File: src/rtl/trap_filter_cfg.sv
// Runtime-configurable K/L/M trapezoidal shaper for one ADC channel.
// Delay-line taps feed a 5-stage pipeline: difference, pole-zero, double accumulation, saturation.
module trap_filter_cfg #(
    parameter int DATA_W    = 12,
    parameter int OUT_W     = 16,
    parameter int MAX_DEPTH = 64,
    parameter int M_W       = 10,
    parameter int ACC_W     = 32,
    parameter int K_DEF     = 2,
    parameter int L_DEF     = 4,
    parameter int M_DEF     = 0,
    parameter int SHIFT_DEF = 4,
    localparam int DEPTH_W  = $clog2(MAX_DEPTH)
) (
    input  logic                     clk,
    input  logic                     reset,
    input  logic                     in_valid,
    output logic                     in_ready,
    input  logic signed [DATA_W-1:0] input_data,
    input  logic                     cfg_load,
    input  logic [DEPTH_W-1:0]       cfg_k,
    input  logic [DEPTH_W-1:0]       cfg_l,
    input  logic [M_W-1:0]           cfg_m,
    input  logic [4:0]               cfg_shift,
    output logic                     cfg_ack,
    output logic                     cfg_err,
    output logic                     out_valid,
    output logic signed [OUT_W-1:0]  output_data,
    output logic                     overflow
);

    typedef enum logic {S_FLUSH, S_RUN} state_t;

    localparam logic signed [ACC_W-1:0] SAT_HI = ACC_W'((64'sd1 <<< (OUT_W - 1)) - 64'sd1);
    localparam logic signed [ACC_W-1:0] SAT_LO = -SAT_HI - ACC_W'(1);
    localparam logic [DEPTH_W:0]        SUM_MAX = (DEPTH_W + 1)'(MAX_DEPTH - 1);

    // Control state
    state_t               state_q, state_d;
    logic [DEPTH_W-1:0]   flush_cnt_q, flush_cnt_d;
    logic [DEPTH_W-1:0]   wr_ptr_q, wr_ptr_d;
    logic [DEPTH_W-1:0]   k_q, k_d, l_q, l_d;
    logic [M_W-1:0]       m_q, m_d;
    logic [4:0]           shift_q, shift_d;
    logic                 ack_q, ack_d, err_q, err_d;

    // Datapath state
    logic signed [ACC_W-1:0] d1_q, d1_d, d2_q, d2_d, d_q, d_d;
    logic signed [ACC_W-1:0] p_q, p_d, md_q, md_d, r_q, r_d, s_q, s_d;
    logic [4:0]              v_q, v_d;
    logic signed [OUT_W-1:0] out_q, out_d;
    logic                    out_valid_q, out_valid_d;
    logic                    ovf_q, ovf_d;

    // Delay buffer and its write port
    logic signed [DATA_W-1:0] mem_q [MAX_DEPTH];
    logic                     mem_we;
    logic [DEPTH_W-1:0]       mem_waddr;
    logic signed [DATA_W-1:0] mem_wdata;

    logic accept, cfg_accept, pipe_clear, cfg_ok;
    logic [DEPTH_W:0] kl_sum;

    assign kl_sum = {1'b0, cfg_k} + {1'b0, cfg_l};
    assign cfg_ok = (cfg_k != '0) && (cfg_k <= cfg_l) && (kl_sum <= SUM_MAX);

    always_comb begin
        state_d     = state_q;
        flush_cnt_d = flush_cnt_q;
        wr_ptr_d    = wr_ptr_q;
        k_d         = k_q;
        l_d         = l_q;
        m_d         = m_q;
        shift_d     = shift_q;
        ack_d       = 1'b0;
        err_d       = 1'b0;
        accept      = 1'b0;
        cfg_accept  = 1'b0;
        in_ready    = 1'b0;
        mem_we      = 1'b0;
        mem_waddr   = wr_ptr_q;
        mem_wdata   = input_data;
        case (state_q)
            S_FLUSH: begin
                mem_we      = 1'b1;
                mem_waddr   = flush_cnt_q;
                mem_wdata   = '0;
                flush_cnt_d = flush_cnt_q + 1'b1;
                wr_ptr_d    = '0;
                if (flush_cnt_q == DEPTH_W'(MAX_DEPTH - 1)) begin
                    state_d = S_RUN;
                end
            end
            S_RUN: begin
                in_ready = !cfg_load;
                if (cfg_load) begin
                    if (cfg_ok) begin
                        cfg_accept  = 1'b1;
                        ack_d       = 1'b1;
                        k_d         = cfg_k;
                        l_d         = cfg_l;
                        m_d         = cfg_m;
                        shift_d     = cfg_shift;
                        flush_cnt_d = '0;
                        state_d     = S_FLUSH;
                    end else begin
                        err_d = 1'b1;
                    end
                end else if (in_valid) begin
                    accept   = 1'b1;
                    mem_we   = 1'b1;
                    wr_ptr_d = wr_ptr_q + 1'b1;
                end
            end
            default: state_d = S_FLUSH;
        endcase
    end

    assign pipe_clear = (state_q == S_FLUSH) || cfg_accept;

    logic signed [ACC_W-1:0] x_ext, xk_ext, xl_ext, xkl_ext, m_ext, s_shr;

    // Taps are read before this cycle's write lands, so x[n-K] etc. never alias x[n].
    always_comb begin
        x_ext   = ACC_W'(input_data);
        xk_ext  = ACC_W'(mem_q[wr_ptr_q - k_q]);
        xl_ext  = ACC_W'(mem_q[wr_ptr_q - l_q]);
        xkl_ext = ACC_W'(mem_q[wr_ptr_q - k_q - l_q]);
        m_ext   = $signed({{(ACC_W - M_W){1'b0}}, m_q});
        s_shr   = s_q >>> shift_q;

        d1_d        = d1_q;
        d2_d        = d2_q;
        d_d         = d_q;
        p_d         = p_q;
        md_d        = md_q;
        r_d         = r_q;
        s_d         = s_q;
        out_d       = out_q;
        out_valid_d = 1'b0;
        ovf_d       = ovf_q;
        v_d         = {v_q[3:0], accept};

        if (accept) begin
            d1_d = x_ext - xk_ext;
            d2_d = xl_ext - xkl_ext;
        end
        if (v_q[0]) d_d = d1_q - d2_q;
        if (v_q[1]) begin
            p_d  = p_q + d_q;
            md_d = m_ext * d_q;
        end
        if (v_q[2]) r_d = p_q + md_q;
        if (v_q[3]) s_d = s_q + r_q;
        if (v_q[4]) begin
            out_valid_d = 1'b1;
            if (s_shr > SAT_HI) begin
                out_d = SAT_HI[OUT_W-1:0];
                ovf_d = 1'b1;
            end else if (s_shr < SAT_LO) begin
                out_d = SAT_LO[OUT_W-1:0];
                ovf_d = 1'b1;
            end else begin
                out_d = s_shr[OUT_W-1:0];
            end
        end

        // A flush discards every in-flight sample and restarts both integrators from zero.
        if (pipe_clear) begin
            v_d         = '0;
            p_d         = '0;
            s_d         = '0;
            out_d       = out_q;
            out_valid_d = 1'b0;
            ovf_d       = cfg_accept ? 1'b0 : ovf_q;
        end
    end

    always_ff @(posedge clk) begin
        if (mem_we) mem_q[mem_waddr] <= mem_wdata;
    end

    always_ff @(posedge clk or negedge reset) begin
        if (!reset) begin
            state_q     <= S_FLUSH;
            flush_cnt_q <= '0;
            wr_ptr_q    <= '0;
            k_q         <= DEPTH_W'(K_DEF);
            l_q         <= DEPTH_W'(L_DEF);
            m_q         <= M_W'(M_DEF);
            shift_q     <= 5'(SHIFT_DEF);
            ack_q       <= 1'b0;
            err_q       <= 1'b0;
            d1_q        <= '0;
            d2_q        <= '0;
            d_q         <= '0;
            p_q         <= '0;
            md_q        <= '0;
            r_q         <= '0;
            s_q         <= '0;
            v_q         <= '0;
            out_q       <= '0;
            out_valid_q <= 1'b0;
            ovf_q       <= 1'b0;
        end else begin
            state_q     <= state_d;
            flush_cnt_q <= flush_cnt_d;
            wr_ptr_q    <= wr_ptr_d;
            k_q         <= k_d;
            l_q         <= l_d;
            m_q         <= m_d;
            shift_q     <= shift_d;
            ack_q       <= ack_d;
            err_q       <= err_d;
            d1_q        <= d1_d;
            d2_q        <= d2_d;
            d_q         <= d_d;
            p_q         <= p_d;
            md_q        <= md_d;
            r_q         <= r_d;
            s_q         <= s_d;
            v_q         <= v_d;
            out_q       <= out_d;
            out_valid_q <= out_valid_d;
            ovf_q       <= ovf_d;
        end
    end

    assign cfg_ack     = ack_q;
    assign cfg_err     = err_q;
    assign out_valid   = out_valid_q;
    assign output_data = out_q;
    assign overflow    = ovf_q;

endmodule

File: config.mk
export PLATFORM = sky130hd
export DESIGN_NAME = trap_filter_cfg
export DESIGN_NICKNAME = d
export VERILOG_FILES = /design/src/rtl/trap_filter_cfg.sv
export SDC_FILE = /design/constraint.sdc
export NUM_CORES = 2
export LEC_CHECK = 0
export BUFFER_PORTS_ARGS = -buffer_cell sky130_fd_sc_hd__buf_2
export CAP_MARGIN = 5
export CORE_AREA = 3 3 343 345
export CTS_CLUSTER_DIAMETER = 200
export CTS_CLUSTER_SIZE = 10
export DETAILED_ROUTE_END_ITERATION = 8
export DIE_AREA = 0 0 346 348
export PLACE_DENSITY = 0.76
export SYNTH_ARGS = -nofsm -noshare
export SYNTH_HDL_FRONTEND = slang
export SYNTH_SLANG_ARGS = --single-unit
File: constraint.sdc
create_clock -name clk -period 7.3 [get_ports clk]
set_input_delay 0 -clock clk [delete_from_list [all_inputs] [get_ports clk]]
set_output_delay 0 -clock clk [all_outputs]
set_load 0.02 [all_outputs]
Word-level counts from Yosys, hierarchy flattened. Memories as Yosys holds them, arrays and structs flattened. Index checks and enable logic that the tools add are counted.

Register bits after elaboration: 289. Latch bits: 0. Bits in writable memories: 768. Memory bits (read-only): 0. Word-level logic and storage cells: 99. Memories kept: 1.

Memory list: mem_q (words 64, width 12, read ports 3, clocked after memory_dff 0, write ports 1, RTL line 56) `logic signed [DATA_W-1:0] mem_q [MAX_DEPTH];`.

$add $sub $neg: 12. $mul: 1. Div/mod/pow operators: 0. Magnitude comparators: 4. Eq/ne operators: 6. Shift-type cells: 1. Multiplexer cells: 38. Bitwise gates (word level): 2. Reduce and logical (&&, ||, !) cells: 14.

Operators by type and width (number): two-way mux 32 bit (4); adder 32 bit (3); greater-than comparator 32 x 16 -> 1 bit (second input constant) (1); less-than comparator 32 x 16 -> 1 bit (second input constant) (1); multiplier 11 x 32 -> 32 bit (1); two-way mux 16 bit (2); >>> shifter 32 x 5 -> 32 bit (1); subtractor 32 bit (1); two-way mux 6 bit (5); subtractor 12 x 12 -> 13 bit (2); case mux 6 bit (2 select lines) (2); two-way mux 1 bit (21); subtractor 6 bit (3); adder 6 x 1 -> 6 bit (second input constant) (2); two-way mux 12 bit (1); != test 2 bit (second input constant) (4); adder 6 x 6 -> 7 bit (1); less-or-equal comparator 7 x 6 -> 1 bit (second input constant) (1); equality test 6 bit (second input constant) (1); less-or-equal comparator 6 bit (1); AND reduction 2 bit (3); AND reduction 3 bit (2); nonzero test 2 bit (3); nonzero test 6 bit (1); other kinds (8) (11).

Longest topological paths before layout.
Depth after elaboration: 9. Gate-level depth with buffers: 27. Depth with buffers taken out: 25.

Least setup slack after synthesis. Ideal clock, no wire load.

Kind: register to register. Start point: reg wr_ptr_q[0]. End point: reg d2_q[30]. Library setup time: 135 ps. Data arrival time: 6669 ps. Required time: 7165 ps. Path slack: 497 ps. Cell stages (with the launch flop): 26. Period minus slack after synthesis: 6803 ps. Path through: dfrtp_1 > inv_1 > ha_1 > fa_1 > xnor2_1 > buf_2 > buf_1 > ha_1 > xnor2_1 > buf_2 > buf_1 > mux4_2 > a211oi_1 > a21oi_1 > ha_1 > fa_1 > nor2b_1 > o21ai_0 > a21boi_0 > o21ai_0 > a21boi_0 > o21ai_0 > a21boi_0 > o31ai_1 > a311oi_1 > a21oi_1.

Longest elaborated chain between the ends: 4.

Ends and longest elaborated chain: from (decl) (RTL line 41) `logic [DEPTH_W-1:0] wr_ptr_q, wr_ptr_d;`; from (signal assigned) (RTL line 208) `wr_ptr_q <= wr_ptr_d;`; subtractor 6 bit (2 in series) (RTL line 128) `xkl_ext = ACC_W'(mem_q[wr_ptr_q - k_q - l_q]);`; memory (64 x 12 bit) *; subtractor 12 x 12 -> 13 bit * (RTL line 146) `d2_d = xl_ext - xkl_ext;`; to (signal assigned) (RTL line 195) `d2_q <= '0;`; to (signal assigned) (RTL line 216) `d2_q <= d2_d;`; to (decl) (RTL line 48) `logic signed [ACC_W-1:0] d1_q, d1_d, d2_q, d2_d, d_q, d_d;`.

Every way passes the cells marked *; elsewhere a longest branch is shown, timed or not. A chain may end at the register's enable or synchronous reset.

Worst setup path in the final report.
Start point: reg wr_ptr_q[0]. End point: reg d2_q[10].

The elaborated chain is that of the path after synthesis.

==> results.json <==
{
  "synth_top_cell_area_share_pct": 34.0,
  "route.detailed.drc": 0,
  "cts.sinks": 1019,
  "cts_buffers": 112,
  "crit_family": "adder cells",
  "synthToLayoutAreaGrowth_pct": 9.34,
  "setup_violations": 0,
  "drtPass1Iterations": 6,
  "wl_per_cell_um": 30.7,
  "antenna_found_initial": 11,
  "startpoint_type": "flip-flop",
  "dp_hpwl_mm": 127,
  "cp_slowest_cell": "fa_4",
  "final_area_mm2": 0.0741,
  "cp_slowest_stage_delay_ns": 0.95,
  "cts-root-buf": "clkbuf_16",
  "min_path_type": "in2reg",
  "dr_total_vias": 45641,
  "drtIter0Drc": 6137,
  "drv_cap": 0,
  "layout-drive-gt1-share_pct": 25.4,
  "grt_start_max_net_pins": 165,
  "vias_per_cell": 7.11,
  "rsz0062_at_grt": "false",
  "start_util_pct": 59.2,
  "ys_warn_count": 0,
  "antenna_left": 0,
  "ys_top_cells_by_area": "edfxtp_1 34%, mux4_2 24%, dfrtp_1 9.2%",
  "ys_types": 84,
  "die_h_um": 348,
  "grt_pass1_wl_mm": 298,
  "cts_max_path_buffers": 3,
  "synthCells": 4792,
  "num_rows": 124,
  "worstSetupPathType": "reg2reg",
  "clock_skew_ns": 0.0608,
  "crit_chain": "inv_1 > ha_4 > fa_4 > inv_1 > fa_4 > buf_12 > buf_12 > mux4_2 > mux4_2 > mux2_2 > o21ai_1 > ha_1 > nor2b_1 > o21ai_1 > a21boi_1 > o21ai_0 > a21boi_1 > o21ai_0 > a21boi_1 > o21ai_0 > or3b_2 > a31o_2",
  "drt-total-wl_mm": 197,
  "min_period_ns": 7.04,
  "coreArea_mm2": 0.115,
  "critPathArrivalTime_ns": 7.66,
  "synth-main-ff-cell": "edfxtp_1",
  "ys_ff_latch": 1019,
  "slew_viol_final": 0,
  "synth_edf_count": 768,
  "cts_tree": "built",
  "die_x_um": 346,
  "tightest_slew_ns": 1.33,
  "clk_latency_ns": 0.74,
  "grt-ovfl-total": 0,
  "synth-seq-area-share_pct": 43.3,
  "period_share_pct": 96.4,
  "fmax_ghz": 0.142,
  "netlist.top_cell.by_area": "edfxtp_1",
  "crit_required_ns": 7.92,
  "slew_headroom_pct": 11.4,
  "rrSetupSlack_ns": 0.26,
  "place_area_mm2": 0.0704,
  "ios": 64,
  "path_buf_inv": 4,
  "synth_nets": 5279,
  "io_buffers": 63,
  "final_nets": 5360,
  "synth.cell_area_mm2": 0.0678,
  "grtUsageTotal_pct": 33.1,
  "clkSlewWorstSetupHoldPaths_ns": 0.07,
  "hold_viol": 0,
  "status": "complete, no violations",
  "avgSynthCellArea_um2": 14.1,
  "fin_setup_tns_ns": 0,
  "path_max_fanout": 26,
  "endpoint_kind": "flip-flop",
  "gp_congestion": 0.973,
  "postSynth.asyncResetShare_pct": 24.6,
  "grt_pass1_vias": 46569,
  "dieArea_mm2": 0.120,
  "htree_levels": 3
}
layout by cell type (no fill, tap or decap), types with 26 or more instances in the layout:
| cell type | netlist | layout |
|---|---|---|
| buf_2 | 24 | 62 |
| edfxtp_1 | 768 | 768 |
| xnor2_1 | 116 | 107 |
| and2_1 | 149 | 138 |
| nor2_1 | 231 | 230 |
| ha_1 | 228 | 225 |
| nor2b_1 | 35 | 35 |
| mux2_2 | 107 | 107 |
| xor2_1 | 53 | 50 |
| a21oi_1 | 176 | 176 |
| a211oi_1 | 44 | 43 |
| buf_4 | 2 | 133 |
| inv_1 | 299 | 299 |
| nand2_1 | 353 | 353 |
| clkbuf_1 | 210 | 29 |
| nor3_1 | 37 | 29 |
| dfrtp_1 | 248 | 247 |
| o21ai_1 | 24 | 26 |
| mux4_2 | 733 | 733 |
| clkbuf_16 | 0 | 113 |
| nand3_1 | 33 | 33 |
| mux2i_1 | 120 | 120 |
| o21bai_1 | 27 | 27 |
| dlygate4sd3_1 | 0 | 51 |
| a21o_1 | 78 | 78 |
| fa_1 | 216 | 213 |
| o21ai_0 | 157 | 155 |
Yosys cell counts (107+ instances only):
cell      number
mux2i_1      120
nand2_1      353
nor2_1       231
xnor2_1      116
dfrtp_1      248
ha_1         228
and2_1       149
o21ai_0      157
inv_1        299
mux2_2       107
a21oi_1      176
fa_1         216
edfxtp_1     768
clkbuf_1     210
mux4_2       733
worst register-to-register path, stage by stage (launching register included):
cell and delay (ns):
dfrtp_1 0.44, inv_1 0.15, ha_4 0.19, fa_4 0.89
inv_1 0.12, fa_4 0.95, buf_12 0.23, buf_12 0.23
mux4_2 0.35, mux4_2 0.50, mux2_2 0.35, o21ai_1 0.16
ha_1 0.28, nor2b_1 0.15, o21ai_1 0.22, a21boi_1 0.15
o21ai_0 0.25, a21boi_1 0.13, o21ai_0 0.23, a21boi_1 0.15
o21ai_0 0.14, or3b_2 0.45, a31o_2 0.25
stage by stage:
step                utilization [%]  setup slack [ns]  hold WS, ns  cells
floorplan                         -             0.497       -0.296   4792
global placement               61.5             0.373       0.0560   6213
detailed placement             61.5             0.228       0.0604   6213
CTS                            64.6             0.149       0.0341   6413
global route                   64.7            0.0766       0.0813   6419
finish                         64.7             0.260       0.0593   6423
what timing repair did:
action | in CTS | in global routing
hold buffers | 52 | 0
setup buffers | 0 | 4
gates resized for setup | 0 | 10
endpoints found under the hold margin | 133 | 0
setup endpoints to repair | 0 | 4
path summary, 6_finish.rpt:
path / endpoint / cells past startpoint / start
worst min-delay path: m_q[4] / 3 / cfg_m[4]
worst min register to register: output_data[8] / 2 / output_data[8]
worst max register to register: d2_q[10] / 22 / wr_ptr_q[0]
min in group asynchronous: m_q[7] / 4 / reset
max in group asynchronous: output_data[13] / 4 / reset
worst max-delay path: d2_q[10] / 22 / wr_ptr_q[0]
layout make-up:
type / count / area, um2
diodes: 4 / 10.0
clock inverters: 7 / 135
repair buffers: 269 / 2260
flip-flops and latches: 1019 / 29300
well taps: 1512 / 1890
multi-input cells: 3170 / 36400
clock buffers: 141 / 2910
fillers: 7977 / 40400
inverters: 301 / 1130
per-layer routing:
metal  track usage (%)  part of all wire [%]  up-vias
met5            0.0785                 0.026        -
met4              19.1                   7.1        8
met3              9.71                    13      769
met2              51.4                    46     3191
met1              42.2                    34    23082
li1                  -                     -    18591
state kept, by name, summed over array words and instances (netlist names), 13 cells and up:
| register | cells |
|---|---|
| md_q | 32 |
| p_q | 32 |
| d2_q | 13 |
| output_data | 16 |
| d1_q | 13 |
| s_q | 32 |
| d_q | 32 |
| mem_q | 768 |
| r_q | 32 |
cell families (layout without fill, tap and decap cells):
logic type	count (synthesis)	in the layout	synth area share, %
other cells	0	4	0
simple gates	930	930	6.37
buf+inv	603	718	3.41
fa+ha+maj	444	444	10.6
flops	1019	1019	43.3
xor+xnor	169	169	2.18
mux	963	963	28.0
compound gates	664	664	6.20
Power is left out: the tool's default activity adds up to more than one toggle a clock period on the data nets, which glitch-free logic cannot reach.
